<file path="config.mk">
export PLATFORM = sky130hd
export DESIGN_NAME = instr_encoder_flat
export DESIGN_NICKNAME = d
export VERILOG_FILES = /design/src/rtl/instr_encoder_if.sv /design/src/rtl/instr_encoder.sv /design/src/flat_wrapper.sv
export SDC_FILE = /design/constraint.sdc
export NUM_CORES = 1
export LEC_CHECK = 0
export BUFFER_PORTS_ARGS = -buffer_cell sky130_fd_sc_hd__buf_2
export CORE_MARGIN = 4
export CORE_UTILIZATION = 44
export CTS_CLUSTER_SIZE = 40
export DETAILED_ROUTE_END_ITERATION = 10
export PLACE_DENSITY = 0.75
export SKIP_LAST_GASP = 1
export SLEW_MARGIN = 20
export SYNTH_ARGS = -nofsm -noshare
export SYNTH_HDL_FRONTEND = slang
export SYNTH_SLANG_ARGS = --single-unit
</file>
<file path="constraint.sdc">
create_clock -name Clk -period 1.7 [get_ports Clk]
set_input_delay 0.085 -clock Clk [delete_from_list [all_inputs] [get_ports Clk]]
set_output_delay 0.085 -clock Clk [all_outputs]
set_load 0.005 [all_outputs]
</file>
<file path="src/rtl/instr_encoder_if.sv">
// Field-bundle stream in, instruction-memory write port out, plus session status.
interface instr_encoder_if #(
  parameter int unsigned AW = 5
);
  logic          Start;
  logic          in_valid;
  logic          in_ready;
  logic [3:0]    in_op;
  logic [2:0]    in_a;
  logic [2:0]    in_b;
  logic [4:0]    in_imm;
  logic          in_last;
  logic          wr_en;
  logic [AW-1:0] wr_addr;
  logic [8:0]    wr_data;
  logic          Done;
  logic          err;
  logic [7:0]    err_count;
  logic [AW:0]   instr_count;

  modport master (
    output Start, in_valid, in_op, in_a, in_b, in_imm, in_last,
    input  in_ready, wr_en, wr_addr, wr_data, Done, err, err_count, instr_count
  );

  modport slave (
    input  Start, in_valid, in_op, in_a, in_b, in_imm, in_last,
    output in_ready, wr_en, wr_addr, wr_data, Done, err, err_count, instr_count
  );
endinterface

</file>
<file path="src/rtl/instr_encoder.sv">
// Packs symbolic instruction fields into 9-bit words and writes them to
// instruction memory at sequential addresses, one load session per Start.
module instr_encoder #(
  parameter int unsigned AW    = 5,
  parameter int unsigned DEPTH = 32
) (
  input logic            Clk,
  input logic            Reset,
  instr_encoder_if.slave bus
);

  localparam logic [AW:0] DepthC = (AW+1)'(DEPTH);

  typedef enum logic [1:0] {StIdle, StLoad, StDone} state_e;

  state_e        state_q, state_d;
  logic [AW:0]   acc_q, acc_d;
  logic          wr_en_q, wr_en_d;
  logic [AW-1:0] wr_addr_q, wr_addr_d;
  logic [8:0]    wr_data_q, wr_data_d;
  logic [AW:0]   count_q, count_d;
  logic          err_q, err_d;
  logic [7:0]    errc_q, errc_d;
  logic          done_q, done_d;

  logic       in_ready;
  logic       accept;
  logic       legal;
  logic [8:0] enc;
  logic [2:0] a, b;
  logic [4:0] imm;

  assign a   = bus.in_a;
  assign b   = bus.in_b;
  assign imm = bus.in_imm;

  // Field packing; a 2-bit field with a[2] set or a 3-bit immediate above 7 is illegal.
  always_comb begin
    enc   = '0;
    legal = 1'b1;
    unique case (bus.in_op)
      4'd0:              enc = {4'b0000, a, b[1:0]};
      4'd1:              begin legal = !a[2]; enc = {4'b0001, a[1:0], b}; end
      4'd2, 4'd3, 4'd4:  begin
        legal = !a[2];
        enc   = {3'b010, bus.in_op[1:0] - 2'd2, a[1:0], b[1:0]};
      end
      4'd5, 4'd6, 4'd7:  enc = {5'b01011, bus.in_op[1:0] - 2'd1, b[1:0]};
      4'd8:              enc = {4'b1001, imm};
      4'd9:              begin legal = !a[2]; enc = {5'b10000, a[1:0], b[1:0]}; end
      4'd10:             enc = {3'b101, a, b};
      4'd11:             enc = {3'b110, a, b};
      4'd12:             enc = {3'b001, a, b};
      4'd13:             begin legal = (imm[4:3] == 2'b00); enc = {3'b011, a, imm[2:0]}; end
      4'd14:             begin
        legal = !a[2] && (imm[4:3] == 2'b00);
        enc   = {4'b1110, a[1:0], imm[2:0]};
      end
      4'd15:             begin
        legal = !a[2] && (imm[4:3] == 2'b00);
        enc   = {4'b1111, a[1:0], imm[2:0]};
      end
    endcase
  end

  assign in_ready = (state_q == StLoad) && (acc_q < DepthC);
  assign accept   = bus.in_valid && in_ready;

  always_comb begin
    state_d   = state_q;
    acc_d     = acc_q;
    wr_en_d   = 1'b0;
    wr_addr_d = wr_addr_q;
    wr_data_d = wr_data_q;
    count_d   = count_q;
    err_d     = err_q;
    errc_d    = errc_q;
    done_d    = done_q;
    // Address and count advance the cycle after each write is presented.
    if (wr_en_q) begin
      wr_addr_d = wr_addr_q + 1'b1;
      count_d   = count_q + 1'b1;
    end
    unique case (state_q)
      StIdle, StDone: begin
        if (bus.Start) begin
          state_d   = StLoad;
          acc_d     = '0;
          wr_addr_d = '0;
          count_d   = '0;
          err_d     = 1'b0;
          errc_d    = '0;
          done_d    = 1'b0;
        end
      end
      StLoad: begin
        if (accept) begin
          if (legal) begin
            wr_en_d   = 1'b1;
            wr_data_d = enc;
            acc_d     = acc_q + 1'b1;
          end else begin
            err_d = 1'b1;
            if (errc_q != 8'hFF) errc_d = errc_q + 1'b1;
          end
          if (bus.in_last || (legal && (acc_q + 1'b1 == DepthC))) begin
            state_d = StDone;
            done_d  = 1'b1;
          end
        end
      end
      default: state_d = StIdle;
    endcase
  end

  always_ff @(posedge Clk) begin
    if (Reset) begin
      state_q   <= StIdle;
      acc_q     <= '0;
      wr_en_q   <= 1'b0;
      wr_addr_q <= '0;
      wr_data_q <= '0;
      count_q   <= '0;
      err_q     <= 1'b0;
      errc_q    <= '0;
      done_q    <= 1'b0;
    end else begin
      state_q   <= state_d;
      acc_q     <= acc_d;
      wr_en_q   <= wr_en_d;
      wr_addr_q <= wr_addr_d;
      wr_data_q <= wr_data_d;
      count_q   <= count_d;
      err_q     <= err_d;
      errc_q    <= errc_d;
      done_q    <= done_d;
    end
  end

  assign bus.in_ready    = in_ready;
  assign bus.wr_en       = wr_en_q;
  assign bus.wr_addr     = wr_addr_q;
  assign bus.wr_data     = wr_data_q;
  assign bus.instr_count = count_q;
  assign bus.err         = err_q;
  assign bus.err_count   = errc_q;
  assign bus.Done        = done_q;

endmodule

</file>
<file path="src/flat_wrapper.sv">
// flat-port wrapper written by rule: the top's interface ports become plain ports
module instr_encoder_flat 
#(
  parameter int unsigned AW    = 5,
  parameter int unsigned DEPTH = 32
)
  (Clk, Reset, bus_Start, bus_in_valid, bus_in_op, bus_in_a, bus_in_b, bus_in_imm, bus_in_last, bus_in_ready, bus_wr_en, bus_wr_addr, bus_wr_data, bus_Done, bus_err, bus_err_count, bus_instr_count);
  instr_encoder_if #(.AW(AW)) bus_i ();
  input logic Clk;
  input logic Reset;
  input wire logic [$bits(bus_i.Start)-1:0] bus_Start;
  input wire logic [$bits(bus_i.in_valid)-1:0] bus_in_valid;
  input wire logic [$bits(bus_i.in_op)-1:0] bus_in_op;
  input wire logic [$bits(bus_i.in_a)-1:0] bus_in_a;
  input wire logic [$bits(bus_i.in_b)-1:0] bus_in_b;
  input wire logic [$bits(bus_i.in_imm)-1:0] bus_in_imm;
  input wire logic [$bits(bus_i.in_last)-1:0] bus_in_last;
  output wire logic [$bits(bus_i.in_ready)-1:0] bus_in_ready;
  output wire logic [$bits(bus_i.wr_en)-1:0] bus_wr_en;
  output wire logic [$bits(bus_i.wr_addr)-1:0] bus_wr_addr;
  output wire logic [$bits(bus_i.wr_data)-1:0] bus_wr_data;
  output wire logic [$bits(bus_i.Done)-1:0] bus_Done;
  output wire logic [$bits(bus_i.err)-1:0] bus_err;
  output wire logic [$bits(bus_i.err_count)-1:0] bus_err_count;
  output wire logic [$bits(bus_i.instr_count)-1:0] bus_instr_count;
  assign bus_i.Start = bus_Start;
  assign bus_i.in_valid = bus_in_valid;
  assign bus_i.in_op = bus_in_op;
  assign bus_i.in_a = bus_in_a;
  assign bus_i.in_b = bus_in_b;
  assign bus_i.in_imm = bus_in_imm;
  assign bus_i.in_last = bus_in_last;
  assign bus_in_ready = bus_i.in_ready;
  assign bus_wr_en = bus_i.wr_en;
  assign bus_wr_addr = bus_i.wr_addr;
  assign bus_wr_data = bus_i.wr_data;
  assign bus_Done = bus_i.Done;
  assign bus_err = bus_i.err;
  assign bus_err_count = bus_i.err_count;
  assign bus_instr_count = bus_i.instr_count;
  instr_encoder #(.AW(AW), .DEPTH(DEPTH)) u_core (.Clk(Clk), .Reset(Reset), .bus(bus_i));
endmodule
</file>
==> Word level (Yosys, flattened, before mapping) <==
Index checks and enable logic that the tools add are counted.
{ "totals": {"regBits": 39, "inputBits": 20, "out_inout_bits": 32} }
{ "op_classes": {"addsub": 6, "order_cmp": 1, "eq_ne": 25, "mux": 29, "bitwise": 2, "reduce_logical": 22} }
{ "ops": {"columns": ["op", "n"], "rows": [
  ["9-bit case mux with 12 select lines", 1],
  ["6-bit 2-to-1 mux", 6],
  ["4-bit == test (second input constant)", 8],
  ["8-bit 2-to-1 mux", 4],
  ["4-bit by 3-bit == test with 1-bit output (second input constant)", 4],
  ["8-bit case mux with 2 select lines", 1],
  ["5-bit 2-to-1 mux", 3],
  ["6-bit by 1-bit adder with 6-bit output (second input constant)", 2],
  ["6-bit case mux with 2 select lines", 1],
  ["4-bit AND reduction", 3],
  ["3-bit OR reduction", 3],
  ["8-bit by 1-bit adder with 8-bit output (second input constant)", 1],
  ["4-bit by 2-bit == test with 1-bit output (second input constant)", 2],
  ["2-bit != test (second input constant)", 4],
  ["8-bit != test (second input constant)", 1],
  ["6-bit == test (second input constant)", 1],
  ["6-bit less-than comparator (second input constant)", 1],
  ["1-bit 2-to-1 mux", 6],
  ["2-bit 2-to-1 mux", 3],
  ["3-bit AND reduction", 2],
  ["5-bit by 1-bit adder with 5-bit output (second input constant)", 1],
  ["5-bit AND reduction", 1],
  ["5-bit OR reduction", 1],
  ["4-bit by 1-bit == test with 1-bit output (second input constant)", 1],
  ["other kinds (16)", 24]
]} }

==> Longest topological paths before layout <==
Gate-level depths: netlist of the first run.
{ "logic_depth": {"depth_word": 8, "mapped_depth": 10, "ltp_nobuf": 7} }

==> Worst setup path before layout of the first run <==
OpenSTA, ideal clock, no wires.
{ "synth_path": {"kind": "input -> register", "from": "input port bus_in_op[0]", "to": "register u_core.state_q[0]", "setup_ns": 0.122, "t_arrival_ns": 1.714, "required_time_ns": 1.578, "slack_ns": -0.136, "path_stages": 8, "cell_sequence": "inv_1 -> ha_1 -> or2_0 -> maj3_2 -> o2111ai_2 -> buf_4 -> o2111ai_1 -> a221o_1"} }
{ "synth_via": {"elab_chain_len": 7, "elab_cells_between_ends": 15, "classes_between": "eq/ne (9); mux (1); reduce/logical (5)"} }
{ "synth_rtl": {"columns": ["item", "line_no", "source"], "rows": [
  ["from (decl)", "flat_wrapper.sv:13", "input wire logic [$bits(bus_i.in_op)-1:0] bus_in_op;"],
  ["4-bit by 1-bit == test with 1-bit output, or another cell as far along", "instr_encoder.sv:41", "unique case (bus.in_op)"],
  ["5-bit OR reduction (no line) or 2-bit OR reduction (tied branches)", null, null],
  ["1-bit case mux with 3 select lines (*)", "instr_encoder.sv:41", null],
  ["1-bit logical AND (*)", "instr_encoder.sv:106", "if (bus.in_last || (legal && (acc_q + 1'b1 == DepthC))) begin"],
  ["1-bit logical OR (*)", "instr_encoder.sv:106", null],
  ["2-bit != test (no line) (*)", null, null],
  ["3-bit AND reduction (no line) (*)", null, null],
  ["to (signal assigned)", "instr_encoder.sv:118", "state_q <= StIdle;"],
  ["to (signal assigned)", "instr_encoder.sv:128", "state_q <= state_d;"],
  ["to (decl)", "instr_encoder.sv:16", "state_e state_q, state_d;"]
]} }
Mark *: on every way between the ends. The rest lies on a longest branch, timed or not.
A chain may end at the register's enable or synchronous reset.

==> Final worst setup path of the first run <==
Same ends and word-level chain as after synthesis.

==> results.yml, run 1 <==
global_route:
  grt_use_total_pct: 21.3
  grt_overflow: 0
  grt_start_max_net_pins: 23
  grt_pass1_wl_um: 11400
  antenna_found_initial: 0
  grt_pass1_vias: 2481
cts:
  cts-buffers-inserted: 5
  clkTransAtPathRegs_ns: 0.08
  htree_levels: 2
  clk_path_buf_depth: 2
  cts_tree: "done"
  insertion_delay_ns: 0.29
  clockRootBuffer: "clkbuf_8"
  clock_sinks: 39
sta:
  hold_viol: 0
  grt_setup_unrepaired: "true"
  finalSetupTns_ns: 0
  final.setup.worst_slack_ns: 0.0596
  setup_viol: 0
  fin_crit_sh_pct: 96.5
  skew_ns: 0.00528
  fmax_mhz: 610
  slew_viol_final: 0
  tightestPinTransition_ns: 0.647
  min_period_ns: 1.64
  slew_headroom_pct: 56.7
critical_path:
  critPathBufInv: 2
  slowest_stage: "maj3_2"
  crit_family: "compound AO/OA/AOI/OAI gates"
  r2r_cells: 5
  cp.arrival_ns: 1.82
  rr_startpoint: "u_core.state_q[1]"
  worstPathRequired_ns: 1.88
  r2r_slack_ns: 0.07
  r2r_end: "u_core.bus.err_count[3]"
  slowest_delay_ns: 0.33
  start_kind: "primary input"
  crit_top_cell: "o2111ai_4"
  crit_type: "primary input to register"
  worstSetupEndpointType: "register"
  crit_chain: "buf_12 -> ha_4 -> or2_0 -> maj3_2 -> o2111ai_4 -> clkbuf_16 -> o2111ai_4 -> a221o_1"
  crit_fanout: 4
placement:
  hpwl_um: 5020
  dp.cells: 442
  gp_congestion: 0.883
  port_buffers: 51
  place_ws_ns: -0.458
logic_synthesis:
  synth_cells: 296
  synth_cell_type_count: 57
  avgSynthCellArea_um2: 8.12
  synth_area_um2: 2400
  synth-seq-cells: 39
  syn_nets: 325
  yosysWarnings: 0
  async_flop_share_pct: 0
  synth_edf_count: 0
  ys_seq_area_share_pct: 32.5
  synthFlopType: "dfxtp_1"
floorplanning:
  coreArea_um2: 5200
  dieArea_um2: 6710
  start_util_pct: 46.2
  rows: 26
  io_pins: 52
  dieWidth_um: 81.9
  fp.dieH_um: 81.9
detailed_routing:
  wl_met2_um: 3320
  met1_length_um: 3100
  ant_nets: 0
  dr_wl_met3_um: 378
  highest_layer: "met4"
  dr.pass1.iters: 4
  num_vias: 2645
  wl_um: 6870
  routedWlPerCell_um: 15.0
  vias_per_cell: 5.78
  drt_iter0_drc: 118
  drc: 0
final_layout:
  antenna_cells: 0
  instances_no_fill: 458
  final_net_count: 416
  regArea_um2: 786
  area_growth_syn_to_layout_pct: 43.0
  multi_input_area_um2: 1660
  utilization_pct: 66.1
  n_fill_cell: 444
  layout-drive-gt1-share_pct: 36.9
power_and_ir_drop:
  power_mw: 2.63
  p_per_area_nw_per_um2: 765
  ir_drop_uv: 403
  leakage_nw: 1.39
worst_hold_path:
  hold_path.startpoint: "bus_Start"
  hp-class: "primary input to register"
  hold_path_end: "u_core.state_q[1]"
  hold_depth: 4
run:
  maxCapViolations: 0
run_status:
  status: "complete, no violations"
## cell usage after synthesis, types with 5 or more instances
library cell	instances	area share [%]
nand4_1	8	2.1
xor2_1	7	2.5
or3_1	6	1.6
nand3_1	11	2.3
o211ai_1	5	1.6
dfxtp_1	39	32
o21ai_0	19	4.0
ha_1	9	4.7
inv_1	8	1.2
nor2_1	28	4.4
mux2i_1	5	2.1
nor3_1	7	1.5
buf_2	6	1.2
nand2_1	26	4.1
a21oi_1	22	4.6
clkbuf_1	11	1.7
## cell families (layout without fill, tap and decap cells)
kind of cell	after synthesis	after routing	synth area share (%)
DFF	39	39	32.5
muxes	5	5	2.08
adders and majority gates	10	10	5.15
and+or+nand+nor	104	104	21.2
AOI/OAI and AO/OA	97	97	29.3
xor gates and xnor gates	11	11	4.01
buffers and inverters	30	122	5.78
## cells in the final DEF, fill, tap and decap left out, types with 3 or more instances in the layout
master      n
a211oi_1    4
a21oi_1    21
a311oi_1    3
a32o_1      3
buf_12      3
buf_2      49
buf_4      50
clkbuf_8    5
dfxtp_1    35
dfxtp_2     4
ha_1        4
ha_4        5
inv_1       6
mux2i_1     5
nand2_1    25
nand2b_1    4
nand3_1    11
nand3b_1    3
nand4_1     8
nor2_1     28
nor2b_1     3
nor3_1      7
o2111ai_4   3
o211ai_1    5
o21a_1      3
o21ai_0    18
o22ai_1     3
o32ai_1     3
or3_1       6
xnor2_1     4
xor2_1      6
## area by class of cell
cell class                 count  area share [%]
clock inverter                 2            1.75
inverter                       8           0.946
clock buffer                   6            2.11
timing repair buffer         106            21.6
tap                           70            2.55
multi-input combinational    227            48.2
sequential                    39            22.8
## worst max-delay path by stage
stage | start | endpoint | slack [ns] | cells past startpoint
floorplan | bus_in_op[0] | u_core.bus.err_count[5] | -0.05 | 7
finish | bus_in_op[0] | u_core.state_q[0] | 0.06 | 8
global route | bus_in_op[0] | u_core.state_q[0] | -0.02 | 8
detailed placement | bus_in_op[0] | u_core.bus.err_count[5] | -0.46 | 9
CTS | bus_in_op[0] | u_core.bus.err_count[3] | 0.003 | 8
global placement | bus_in_op[0] | u_core.bus.err_count[7] | -0.41 | 9
## power breakdown
part / total [mW] / internal, mW / switching, mW
Sequential: 0.979 / 0.952 / 0.0275
Clock: 0.916 / 0.587 / 0.329
Combinational: 0.737 / 0.342 / 0.395
Total: 2.63 / 1.88 / 0.752
## registers in the layout (all words and copies together), names as in the netlist
| register | cells |
|---|---|
| u_core.bus.wr_en | 1 |
| u_core.bus.err_count | 8 |
| u_core.bus.err | 1 |
| u_core.bus.wr_data | 9 |
| u_core.acc_q | 6 |
| u_core.state_q | 2 |
| u_core.bus.Done | 1 |
| u_core.bus.wr_addr | 5 |
| u_core.bus.instr_count | 6 |
## worst register-to-register path: cells and delay by family (launching register included)
| kind | cells | cell delay, ns |
|---|---|---|
| flops | 1 | 0.32 |
| simple gates | 3 | 0.99 |
| compound gates | 2 | 0.24 |
## metal layers
metal | vias to the layer above | track usage (%)
met5 | - | 0
met4 | 0 | 6.15
met3 | 7 | 3.62
met2 | 84 | 34.8
met1 | 1265 | 28.7
li1 | 1289 | -
## stage by stage
stage | hold WS, ns | instance area (um^2)
finish | 0.155 | 3440
CTS | 0.160 | 3270
floorplan | 0.319 | 2500
detailed placement | 0.452 | 3100
global route | 0.165 | 3440
global placement | 0.442 | 3100
## repair_timing
action	in CTS	in global routing
endpoints found under the setup margin	21	23
setup buffers	2	6
pin swaps	1	16
resized for setup	4	27
cloned	0	1
hold buffers	0	0
No activity file was read; power rests on OpenSTA's default activity.
==> inputs of run 2 (changes only) <==
==> constraint.sdc (replaced) <==
create_clock -name Clk -period 1.7 [get_ports Clk]
set_input_delay 0.085 -clock Clk [delete_from_list [all_inputs] [get_ports Clk]]
set_output_delay 0.085 -clock Clk [all_outputs]
set_load 0.1 [all_outputs]
==> results.yml, run 2 (synthesized netlist as in run 1, its figures left out) <==
global_route:
  busiest_layer: "met2"
  grtUsageMet2_pct: 35.3
  met1_usage_pct: 30.0
  grt_use_total_pct: 22.1
  antenna_found_initial: 0
  grt_overflow: 0
  met3_usage_pct: 3.62
  grt_start_max_net_pins: 21
  grt_pass1_wl_um: 11500
  grt_pass1_vias: 2403
critical_path:
  start_kind: "primary input"
  crit_fanout: 4
  crit_type: "primary input to register"
  startpoint: "bus_in_op[1]"
  worstSetupEndpointType: "register"
  worstPathRequired_ns: 1.93
  rr_startpoint: "u_core.acc_q[5]"
  crit_family: "compound AO/OA/AOI/OAI gates"
  critPathBufInv: 4
  slowest_stage: "or3_1"
  crit_chain: "buf_2 -> ha_4 -> o21ba_4 -> o2111ai_4 -> buf_6 -> o2111ai_4 -> buf_6 -> buf_4 -> or3_1 -> nand3_1"
  cp.arrival_ns: 1.96
  slowest_delay_ns: 0.37
worst_hold_path:
  hp-class: "primary input to register"
  hold_path.startpoint: "Reset"
placement:
  dp.cells: 435
  hpwl_um: 5130
  gp_congestion: 0.893
  port_buffers: 51
sta:
  hold_viol: 0
  final.setup.worst_slack_ns: -0.0291
  skew_ns: 0.00547
  slew_headroom_pct: 66.9
  grt_setup_unrepaired: "true"
  slew_viol_final: 0
  finalSetupTns_ns: -0.0291
  fmax_mhz: 578
  setup_viol: 1
  hold_ws_ns: 0.133
  fin_crit_sh_pct: 102
  tightestPinTransition_ns: 0.500
  min_period_ns: 1.73
detailed_routing:
  vias_per_cell: 5.74
  routedWlPerCell_um: 15.8
  ant_nets: 0
  drc: 0
  wl_um: 7220
  drt_iter0_drc: 180
  dr.pass1.iters: 4
  num_vias: 2623
final_layout:
  largest_register_ffs: 9
  final_net_count: 415
  utilization_pct: 65.8
  layout-drive-gt1-share_pct: 40.6
  area_growth_syn_to_layout_pct: 42.4
  antenna_cells: 0
  instances_no_fill: 457
  layout_common_cells: "50 x buf_2, 50 x buf_4, 26 x nor2_1"
power_and_ir_drop:
  pwr-share-comb_pct: 38.1
  netSwitchingPower_mw: 0.998
  leakage_nw: 1.37
  power_mw: 2.56
  pwr-share-seq_pct: 38.0
  clkPwrFrac_pct: 23.9
  ir_drop_uv: 527
  p_per_area_nw_per_um2: 748
  swShare_pct: 39.0
  p_int_mw: 1.56
run:
  maxCapViolations: 0
run_status:
  status: "finished, violations left"
  violations: "negative setup slack"
floorplanning:
  dieArea_um2: 6710
  dieWidth_um: 81.9
  fp.dieH_um: 81.9
  rows: 26
  start_util_pct: 46.2
  coreArea_um2: 5200
  io_pins: 52
cts:
  clk_path_buf_depth: 2
  cts-buffers-inserted: 5
  insertion_delay_ns: 0.29
  clockRootBuffer: "clkbuf_8"
  cts_tree: "done"
  clock_sinks: 39
  htree_levels: 2
  clkTransAtPathRegs_ns: 0.07
==> run 2: routing by layer <==
| layer | wire [um] | part of all wire, % |
|---|---|---|
| met1 | 3270 | 45 |
| met2 | 3440 | 48 |
| met3 | 343 | 4.8 |
| met4 | 161 | 2.2 |
| met5 | 0 | 0 |
==> run 2: power by group through the flow <==
stage	sequential (mW)	combinational (mW)	clock (mW)
after floorplan	1.18	0.430	0
after global placement	0.992	0.851	0
after detailed placement	0.993	0.860	0
after CTS	0.972	0.880	0.623
after global routing	0.977	1.04	0.665
final	0.973	0.976	0.611
==> run 2: final cells by class <==
class / count / area (um^2)
multi-input cells: 228 / 1710
repair buffers: 104 / 671
clock buffers: 6 / 72.6
flip-flops and latches: 39 / 825
clock inverters: 2 / 11.3
inverters: 8 / 42.5
fillers: 446 / 1780
well taps: 70 / 87.6
==> run 2: worst paths after layout <==
| path | cells after the start | end | slack, ns |
|---|---|---|---|
| worst min-delay path | 2 | u_core.acc_q[5] | 0.13 |
| worst max register to register | 5 | u_core.bus.err_count[3] | 0.01 |
| worst min register to register | 2 | u_core.bus.wr_data[0] | 0.47 |
| worst max-delay path | 10 | u_core.bus.err_count[4] | -0.03 |
==> run 2: worst reg2reg max path: cells and delay by family (launching register included) <==
family	cells	cell delay, ns
AOI/OAI and AO/OA	2	0.24
DFF	1	0.32
and+or+nand+nor	3	1.07
==> run 2: repair_timing <==
item / CTS / global route
hold buffers: 0 / 0
buffers inserted: 0 / 13
resized for setup: 5 / 21
endpoints found under the setup margin: 20 / 20
cloned: 1 / 0
pin swaps: 2 / 15
==> run 2: per-stage QoR <==
stage | cell area, um^2 | setup WS, ns
final | 3420 | -0.0291
after global placement | 3090 | -0.381
after detailed placement | 3090 | -0.442
after CTS | 3210 | -0.0426
after floorplan | 2560 | -0.105
after global routing | 3420 | -0.102
